**src/rtl/spi_slave_frame_ctrl.sv**
```systemverilog
`default_nettype none
// ============================================================================
//  Module      : spi_slave_frame_ctrl
//  Description : SPI slave front end for the single-port command RAM.
//                Deserialises MOSI frames of DATA_W+2 bits {op[1:0], payload}
//                into rx_data with a one-cycle rx_valid strobe. After a
//                read-data frame it waits for the RAM reply (tx_data/tx_valid)
//                and shifts the word out on MISO, MSB first.
//  Ports       : clk, rst        - system/SPI bit clock, sync active-high reset
//                ss_n, mosi      - slave select (active-low), serial command in
//                miso            - serial read data out, 0 when idle
//                rx_data/rx_valid- assembled command and strobe to the RAM
//                tx_data/tx_valid- read word and strobe from the RAM
//  Revision    : 1.0 - initial release
// ============================================================================
module spi_slave_frame_ctrl #(
    parameter int DATA_W = 8
) (
    input  logic              clk,
    input  logic              rst,
    input  logic              ss_n,
    input  logic              mosi,
    output logic              miso,
    output logic [DATA_W+1:0] rx_data,
    output logic              rx_valid,
    input  logic [DATA_W-1:0] tx_data,
    input  logic              tx_valid
);

    localparam int FW  = DATA_W + 2;
    localparam int BCW = $clog2(FW + 1);
    localparam int TCW = $clog2(DATA_W + 1);

    localparam logic [BCW-1:0] C_LAST_BIT = BCW'(FW - 1);
    localparam logic [TCW-1:0] C_TX_BITS  = TCW'(DATA_W);

    localparam logic [2:0] S_IDLE      = 3'd0;
    localparam logic [2:0] S_CHK_CMD   = 3'd1;
    localparam logic [2:0] S_WRITE     = 3'd2;
    localparam logic [2:0] S_READ_ADD  = 3'd3;
    localparam logic [2:0] S_READ_DATA = 3'd4;
    localparam logic [2:0] S_SEND      = 3'd5;
    localparam logic [2:0] S_WAIT_END  = 3'd6;

    logic [2:0]        state_q,        state_d;
    logic [FW-1:0]     shift_q,        shift_d;
    logic [BCW-1:0]    bit_cnt_q,      bit_cnt_d;
    logic [FW-1:0]     rx_data_q,      rx_data_d;
    logic              rx_valid_q,     rx_valid_d;
    logic              miso_q,         miso_d;
    logic              rd_addr_seen_q, rd_addr_seen_d;
    logic [DATA_W-1:0] tx_shift_q,     tx_shift_d;
    logic              tx_active_q,    tx_active_d;
    logic [TCW-1:0]    tx_cnt_q,       tx_cnt_d;

    // Frame bit shifted in this cycle; only meaningful in receive states.
    logic [FW-1:0]     shift_next;
    assign shift_next = {shift_q[FW-2:0], mosi};

    always_comb begin
        state_d        = state_q;
        shift_d        = shift_q;
        bit_cnt_d      = bit_cnt_q;
        rx_data_d      = rx_data_q;
        rx_valid_d     = 1'b0;
        miso_d         = miso_q;
        rd_addr_seen_d = rd_addr_seen_q;
        tx_shift_d     = tx_shift_q;
        tx_active_d    = tx_active_q;
        tx_cnt_d       = tx_cnt_q;

        // Deselect wins over everything: partial frames and SENDs are dropped
        // without touching rx_data or rd_addr_seen.
        if (state_q != S_IDLE && ss_n) begin
            state_d     = S_IDLE;
            miso_d      = 1'b0;
            tx_active_d = 1'b0;
        end else begin
            case (state_q)
                S_IDLE: begin
                    miso_d = 1'b0;
                    if (!ss_n) begin
                        state_d   = S_CHK_CMD;
                        bit_cnt_d = '0;
                    end
                end

                S_CHK_CMD: begin
                    shift_d   = shift_next;
                    bit_cnt_d = BCW'(1);
                    if (!mosi)
                        state_d = S_WRITE;
                    else if (!rd_addr_seen_q)
                        state_d = S_READ_ADD;
                    else
                        state_d = S_READ_DATA;
                end

                S_WRITE, S_READ_ADD, S_READ_DATA: begin
                    shift_d = shift_next;
                    if (bit_cnt_q == C_LAST_BIT) begin
                        rx_data_d  = shift_next;
                        rx_valid_d = 1'b1;
                        if (state_q == S_READ_DATA) begin
                            state_d        = S_SEND;
                            rd_addr_seen_d = 1'b0;
                            tx_active_d    = 1'b0;
                        end else begin
                            state_d = S_WAIT_END;
                            if (state_q == S_READ_ADD)
                                rd_addr_seen_d = 1'b1;
                        end
                    end else begin
                        bit_cnt_d = bit_cnt_q + BCW'(1);
                    end
                end

                S_SEND: begin
                    if (!tx_active_q) begin
                        if (tx_valid) begin
                            miso_d      = tx_data[DATA_W-1];
                            tx_shift_d  = {tx_data[DATA_W-2:0], 1'b0};
                            tx_active_d = 1'b1;
                            tx_cnt_d    = TCW'(1);
                        end
                    end else if (tx_cnt_q == C_TX_BITS) begin
                        // Last bit has had its cycle on the pin.
                        miso_d      = 1'b0;
                        tx_active_d = 1'b0;
                        state_d     = S_WAIT_END;
                    end else begin
                        miso_d     = tx_shift_q[DATA_W-1];
                        tx_shift_d = {tx_shift_q[DATA_W-2:0], 1'b0};
                        tx_cnt_d   = tx_cnt_q + TCW'(1);
                    end
                end

                S_WAIT_END: begin
                    miso_d = 1'b0;
                end

                default: begin
                    state_d = S_IDLE;
                    miso_d  = 1'b0;
                end
            endcase
        end
    end

    always_ff @(posedge clk) begin
        if (rst) begin
            state_q        <= S_IDLE;
            shift_q        <= '0;
            bit_cnt_q      <= '0;
            rx_data_q      <= '0;
            rx_valid_q     <= 1'b0;
            miso_q         <= 1'b0;
            rd_addr_seen_q <= 1'b0;
            tx_shift_q     <= '0;
            tx_active_q    <= 1'b0;
            tx_cnt_q       <= '0;
        end else begin
            state_q        <= state_d;
            shift_q        <= shift_d;
            bit_cnt_q      <= bit_cnt_d;
            rx_data_q      <= rx_data_d;
            rx_valid_q     <= rx_valid_d;
            miso_q         <= miso_d;
            rd_addr_seen_q <= rd_addr_seen_d;
            tx_shift_q     <= tx_shift_d;
            tx_active_q    <= tx_active_d;
            tx_cnt_q       <= tx_cnt_d;
        end
    end

    assign miso     = miso_q;
    assign rx_data  = rx_data_q;
    assign rx_valid = rx_valid_q;

endmodule
`default_nettype wire

```
**config.mk**
```make
export PLATFORM = sky130hd
export DESIGN_NAME = spi_slave_frame_ctrl
export DESIGN_NICKNAME = d
export VERILOG_FILES = /design/src/rtl/spi_slave_frame_ctrl.sv
export SDC_FILE = /design/constraint.sdc
export NUM_CORES = 1
export LEC_CHECK = 0
export CORE_ASPECT_RATIO = 0.7
export CORE_UTILIZATION = 29
export DETAILED_ROUTE_END_ITERATION = 7
export PLACE_DENSITY = 0.48
export SLEW_MARGIN = 20
export SYNTH_ARGS = -nofsm -noshare
export SYNTH_HDL_FRONTEND = slang
export SYNTH_SLANG_ARGS = --single-unit
```
**constraint.sdc**
```tcl
create_clock -name clk -period 4.8 [get_ports clk]
set_input_delay 0.96 -clock clk [delete_from_list [all_inputs] [get_ports clk]]
set_output_delay 0.96 -clock clk [all_outputs]
set_load 0.005 [all_outputs]
```
# Yosys cells after proc, flatten, opt, wreduce, memory -nomap -nowiden
# Cells that the tools add are included.
# totals
regBits	42
output_inout_bits	12
# op_classes
add_sub_neg	2
eq_ne	16
n_mux	30
bitwise	4
n_reduce_logical	19
# ops
operator	n
8-bit two-way mux	3
4-bit two-way mux	5
3-bit two-way mux	6
3-bit case mux with 5 select lines	1
2-bit inequality test, second input constant	7
4-bit case mux with 3 select lines	1
4-bit AND reduction	3
1-bit two-way mux	11
3-bit equality test, second input constant	3
4-bit by 1-bit adder with 4-bit output, second input constant	2
4-bit equality test, second input constant	2
3-bit by 2-bit equality test with 1-bit output, second input constant	2
3-bit AND reduction	2
2-bit nonzero test	3
3-bit nonzero test	2
3-bit OR reduction	2
5-bit AND reduction	1
1-bit NOT	4
1-bit case mux with 2 select lines	2
2-bit AND reduction	2
4-bit OR reduction	1
3-bit by 1-bit equality test with 1-bit output, second input constant	1
3-bit zero test	1
3-bit inequality test, second input constant	1
other kinds (3)	3

# Depth between registers and ports, before layout
# Gate-level depths: netlist of the first run.
# depth
depth_word	4
ltp_mapped	7
ltp_nobuf	6

# Worst setup path before layout of the first run
# OpenSTA, ideal clock, no wires.
# synth_timing
kind	input port to flip-flop
startpoint	input ss_n
endpoint	register bit_cnt_q[3]
t_arrival_ps	1938
required_ps	4671
setup_slack_ps	2732
path_stages	5
n_path_buf	1
path_cell_list	buf_2 > or3_1 > o32ai_2 > a21boi_0 > o32ai_1
# synth_via
elab_chain_len	3
# synth_rtl
element	line_no	source
from (decl)	21	input logic ss_n,
parallel branches: the longest is 2 deep, another holds 2-bit inequality test	n/a	
4-bit AND reduction (no source line) (*)	n/a	
to (signal assigned)	165	bit_cnt_q <= bit_cnt_d;
to (decl)	47	logic [BCW-1:0] bit_cnt_q, bit_cnt_d;
# Every way passes the cells marked *.
# A chain may end at the register's enable or synchronous reset.

# Worst setup path in the final report of the first run
# layout_timing
startpoint	input ss_n
endpoint	register tx_shift_q[1]
# layout_via
elab_chain_len	3
# layout_rtl
element	line_no	source
1-bit logical AND	74	if (state_q != S_IDLE && ss_n) begin
1-bit NOT (no source line)	n/a	
4-bit AND reduction (no source line)	n/a	
to (signal assigned)	170	tx_shift_q <= tx_shift_d;
to (decl)	52	logic [DATA_W-1:0] tx_shift_q, tx_shift_d;
# No other way between the ends.

==> results of run 1 <==
synth_stat cells, drive strengths merged (2+ instances only):
| library cell | instances | area, um^2 |
|---|---|---|
| nor3 | 5 | 25.0 |
| dfxtp | 41 | 821 |
| nand2b | 3 | 26.3 |
| nor3b | 3 | 22.5 |
| and4b | 3 | 33.8 |
| nand2 | 16 | 60.1 |
| or3b | 2 | 17.5 |
| or3 | 2 | 12.5 |
| a21oi | 16 | 80.1 |
| a31oi | 3 | 18.8 |
| o21ai | 6 | 33.8 |
| clkbuf | 5 | 18.8 |
| nand3 | 14 | 70.1 |
| nor2 | 27 | 101 |
| mux2i | 20 | 200 |
| and3b | 2 | 17.5 |
| nor2b | 5 | 31.3 |
| a211oi | 8 | 70.1 |
| buf | 12 | 71.3 |
| ha | 4 | 50.1 |
| o211a | 2 | 20.0 |
| nand3b | 2 | 15.0 |
| inv | 7 | 26.3 |
| o32ai | 3 | 33.8 |
cell type report:
class                   instances  area share, %
flip-flops and latches         41           34.4
clock buffers                   5           2.88
multi-input cells             159           44.4
well taps                      91           4.77
inverters                       7           1.10
repair buffers                 27           11.0
clock inverters                 2           1.47
flip-flops by register name, indices dropped and copies added, names as in the netlist:
| register | cells |
|---|---|
| bit_cnt_q | 4 |
| state_q | 3 |
| rd_addr_seen_q | 1 |
| tx_shift_q | 7 |
| tx_active_q | 1 |
| rx_data | 10 |
| rx_valid | 1 |
| tx_cnt_q | 4 |
| miso | 1 |
| shift_q | 9 |
through the flow:
step / instances / total power [W] / hold WS (ns)
final: 332 / 0.000734 / 0.457
after detailed placement: 325 / 0.000466 / 0.451
after CTS: 332 / 0.000742 / 0.462
after global placement: 325 / 0.000468 / 0.450
after global routing: 332 / 0.000766 / 0.482
after floorplan: 224 / 0.000439 / 0.443
report_power, final:
| part | internal (W) | leakage (nW) | switching [W] |
|---|---|---|---|
| combinational | 0.0000430 | 0.418 | 0.0000501 |
| sequential | 0.000346 | 0.331 | 0.0000204 |
| clock | 0.000151 | 0.0540 | 0.000123 |
kinds of logic (layout without fill, tap and decap cells):
logic type,Yosys count,count (layout),share of synthesized area [%]
simple gates,88,88,24.0
mux,20,20,10.0
compound gates,47,47,16.5
flops,41,41,41.1
fa+ha+maj,4,4,2.51
buf+inv,24,41,5.83
worst min-delay path by stage:
stage	cells after the start	to	slack [ns]
3_5_place_dp	2	rx_data[2]$_SDFFE_PP0P_	0.45
3_3_place_gp	2	rx_data[7]$_SDFFE_PP0P_	0.45
4_1_cts	2	rx_data[2]$_SDFFE_PP0P_	0.46
6_report	2	rx_data[2]$_SDFFE_PP0P_	0.46
2_1_floorplan	2	rx_data[9]$_SDFFE_PP0P_	0.44
5_1_grt	2	rx_data[3]$_SDFFE_PP0P_	0.48
critical path: stages:
cell and delay (ns):
clkdlybuf4s50_1 0.59, nor4_4 0.86, mux2i_1 0.26, nor2_1 0.05
routing by layer:
layer | wire [um] | share of wire, %
met1 | 2330 | 56
met2 | 1600 | 38
met3 | 199 | 4.7
met4 | 61 | 1.5
met5 | 0 | 0
==> impl_metrics.yaml, run 1 <==
clock_tree:
  clk_pin_slew_ns: 0.08
  post-cts-setup-buffers: 0
  cts-hold-fix-buffers: 0
  clkLatencyLatePin_ns: 0.30
  clkSinkCount: 41
  ctsHtreeMaxLevel: 2
  cts_buffers: 5
  clock-root-buffer: "clkbuf_8"
  cts_tree: "done"
  clockBufferDepth: 2
  cts_resized: 0
power_and_ir_drop:
  vdd_drop_max_v: 0.000123
  powerDensity_nw_per_um2: 307
  p_leak_nw: 0.803
timing:
  timing.final.crit_share_pct: 53.5
  rsz0062_at_grt: "no"
  final.setup.worst_slack_ns: 2.23
  finalSetupTns_ns: 0
  max_slew_margin_pct: 41.3
  period_needed_ns: 2.57
  fmax_mhz: 390
  slew_viol_final: 0
  setup_viol: 0
  finalHoldViolations: 0
  skew_ns: 0.00774
  worst_slew_pin_slew_ns: 0.874
routing:
  detail-route-antenna-nets: 0
  viasPerCell: 4.80
  vias: 1593
  drt_pass1_iterations: 4
  drtIter0Drc: 57
  wl_per_cell_um: 12.6
  route.detailed.drc: 0
  wirelength_um: 4190
run:
  drv_cap: 0
finish:
  fillers: 697
  finalCoreUtilization_pct: 37.1
  multi_input_area_um2: 1060
  register_area_um2: 821
  mostFrequentLayoutCells: "41 x dfxtp_1, 27 x nor2_1, 24 x clkdlybuf4s50_1"
  fin_area_um2: 2390
  nets: 258
  drive_gt1_share_pct: 8.71
  diodes: 0
  syn_to_final_growth_pct: 19.6
  layout_commonest_cell: "dfxtp_1"
grt:
  met1_usage_pct: 19.0
  antenna_found_initial: 0
  met3_usage_pct: 3.32
  grt_use_met2_pct: 16.6
  top_usage_layer: "met1"
  grt_max_degree: 22
  grt_overflow: 0
  grt.total_usage_pct: 12.6
  grt_pass1_wl_um: 7050
  grt_pass1_vias: 1462
logic_synthesis:
  syn_avg_cell_area_um2: 8.91
  netlist_area_um2: 2000
  seq_area_frac_synth_pct: 41.1
  ys.flop_type: "dfxtp_1"
  ys_warn_count: 0
  ys_async_sr_fraction_pct: 0
  synth-edff-count: 0
  synth-seq-cells: 41
  synth.distinct_cells: 44
  synth_cells: 224
  syn-num-nets: 241
worst_setup_path:
  required_ns: 4.97
  worst-path-max-fanout: 18
  worstReg2RegStart: "tx_active_q$_SDFFE_PP0P_"
  startpoint_type: "input pin"
  ff2ff_path_depth: 4
  crit_end: "tx_shift_q[1]$_SDFFE_PP0P_"
  endpoint_kind: "register"
  r2r_end: "tx_shift_q[1]$_SDFFE_PP0P_"
  worstSetupPathType: "input pin to register"
  worstPathArrival_ns: 2.73
  reg2reg_slack_ns: 2.57
  critical_path.startpoint: "ss_n"
min_path:
  hp-start: "rx_data[2]$_SDFFE_PP0P_"
  min_path_type: "register to register"
floorplanning:
  die_y_um: 71.4
  core_area_um2: 6430
  row_count: 24
  start_util_pct: 31.1
  io_pins: 25
  die_area_um2: 7220
  fp.dieW_um: 101
placement:
  post-dp-hpwl_um: 2800
  post-place-ws_ns: 1.90
  gp_congestion: 0.718
  port-buffer-count: 24
  postPlaceCellArea_um2: 2280
outcome:
  status: "completed"
Power figures use the tool's default switching activity.
==> run 2, diff against run 1 <==
PLACE_DENSITY = 0.5   (was 0.48)
clock period = 2.16 ns   (was 4.8 ns; I/O delays follow)
==> impl_metrics.yaml, run 2 (same netlist as run 1, synthesis figures left out) <==
worst_setup_path:
  worstPathCellList: "nor3b_1, or2_2, a21boi_0, o32ai_1"
  worst-path-max-fanout: 14
  required_ns: 2.36
  critPathMaxStageDelay_ns: 0.68
  worstSetupPathType: "register to register"
  crit_family: "flip-flops"
  endpoint_kind: "register"
  startpoint_type: "register"
  worstPathArrival_ns: 2.00
  worst_path_max_delay_cell: "dfxtp_1"
  timing.critical_path.buf_inv: 0
placement:
  port-buffer-count: 24
  post-dp-hpwl_um: 2950
  gp_congestion: 0.768
  dpl.cell_count: 332
floorplanning:
  row_count: 24
  fp.dieW_um: 101
  core_area_um2: 6430
  start_util_pct: 31.1
  io_pins: 25
  die_y_um: 71.4
  die_area_um2: 7220
grt:
  grt_max_degree: 36
  grt_overflow: 0
  grt_pass1_vias: 1495
  grt_pass1_wl_um: 7400
  grt.total_usage_pct: 13.0
  antenna_found_initial: 0
timing:
  setup_viol: 0
  worst_slew_pin_slew_ns: 0.553
  finalSetupTns_ns: 0
  skew_ns: 0.00496
  finalHoldViolations: 0
  timing.final.crit_share_pct: 82.9
  fmax_mhz: 558
  rsz0062_at_grt: "no"
  slew_viol_final: 0
  max_slew_margin_pct: 63.1
  period_needed_ns: 1.79
finish:
  stdcell_count: 340
  fillers: 686
  syn_to_final_growth_pct: 23.6
  layout_commonest_cell: "dfxtp_1"
  mostFrequentLayoutCells: "41 x dfxtp_1, 27 x nor2_1, 24 x clkdlybuf4s50_1"
  diodes: 0
  drive_gt1_share_pct: 11.6
  largest_register_ffs: 10
  nets: 265
power_and_ir_drop:
  pwr-share-seq_pct: 47.6
  p_int_w: 0.00125
  vdd_drop_max_v: 0.000343
  powerDensity_nw_per_um2: 686
  pwr-share-clk_pct: 39.0
  swShare_pct: 26.2
  p_comb_share_pct: 13.3
  p_leak_nw: 0.845
  netSwitchingPower_w: 0.000444
clock_tree:
  post-cts-setup-buffers: 0
  cts_buffers: 5
  ctsHtreeMaxLevel: 2
  cts_resized: 0
  clockBufferDepth: 2
  clock-root-buffer: "clkbuf_8"
  clkLatencyLatePin_ns: 0.29
  clkSinkCount: 41
  cts-hold-fix-buffers: 0
  cts_tree: "done"
  clk_pin_slew_ns: 0.08
routing:
  vias: 1620
  route.detailed.drc: 0
  viasPerCell: 4.76
  drt_pass1_iterations: 4
  detail-route-antenna-nets: 0
  wirelength_um: 4350
  wl_per_cell_um: 12.8
  drtIter0Drc: 44
min_path:
  min_path_type: "register to register"
run:
  drv_cap: 0
outcome:
  status: "completed"
==> run 2: changes by cell type in the layout (fill, tap and decap cells not counted) <==
cell	delta
buf_12	+1
buf_4	+6
clkbuf_8	+1
clkinv_2	-1
clkinvlp_4	+1
==> run 2: final cells by class <==
| cell class | instances | area, um^2 | area share [%] |
|---|---|---|---|
| clock buffers | 6 | 82.6 | 3.35 |
| flip-flops and latches | 41 | 821 | 33.3 |
| inverters | 7 | 26.3 | 1.06 |
| well taps | 91 | 114 | 4.61 |
| multi-input cells | 159 | 1060 | 42.9 |
| clock inverters | 2 | 37.5 | 1.52 |
| repair buffers | 34 | 328 | 13.3 |
==> run 2: per-stage QoR <==
step / setup slack [ns] / util (%) / hold WS, ns / total power, W / area, um^2
2_1_floorplan: 0.577 / - / 0.443 / 0.000975 / 2000
3_3_place_gp: 0.229 / 36.5 / 0.445 / 0.00105 / 2350
3_5_place_dp: 0.194 / 36.5 / 0.448 / 0.00105 / 2350
4_1_cts: 0.391 / 38.4 / 0.466 / 0.00171 / 2470
5_1_grt: 0.191 / 38.4 / 0.478 / 0.00177 / 2470
6_report: 0.368 / 38.4 / 0.462 / 0.00169 / 2470
==> run 2: tightest hold or removal path: stages, from the launching register on <==
cell	delay (ns)
dfxtp_1	0.31
nand2_1	0.05
a21oi_1	0.06
==> run 2: worst paths after layout <==
| check | startpoint | end | slack, ns | cells after the start |
|---|---|---|---|---|
| min | rx_data[5]$_SDFFE_PP0P_ | rx_data[5]$_SDFFE_PP0P_ | 0.46 | 2 |
| max reg2reg | state_q[2]$_SDFFE_PP0P_ | bit_cnt_q[3]$_SDFFE_PP0P_ | 0.37 | 4 |
| max | state_q[2]$_SDFFE_PP0P_ | bit_cnt_q[3]$_SDFFE_PP0P_ | 0.37 | 4 |
| min reg2reg | rx_data[5]$_SDFFE_PP0P_ | rx_data[5]$_SDFFE_PP0P_ | 0.46 | 2 |
==> run 2: power by group through the flow <==
stage / Clock [W] / Combinational (W) / Sequential (W)
after floorplan: 0 / 0.000176 / 0.000799
after global placement: 0 / 0.000226 / 0.000823
after detailed placement: 0 / 0.000223 / 0.000823
after CTS: 0.000678 / 0.000224 / 0.000805
after global routing: 0.000711 / 0.000247 / 0.000810
final: 0.000660 / 0.000225 / 0.000806
==> run 2: metal layers <==
layer,track usage [%],vias to the layer above,share of wire [%]
met3,3.51,4,4.3
met5,0,-,0
met4,3.86,0,0.69
met2,17.5,30,39
li1,-,842,-
met1,19.9,744,56
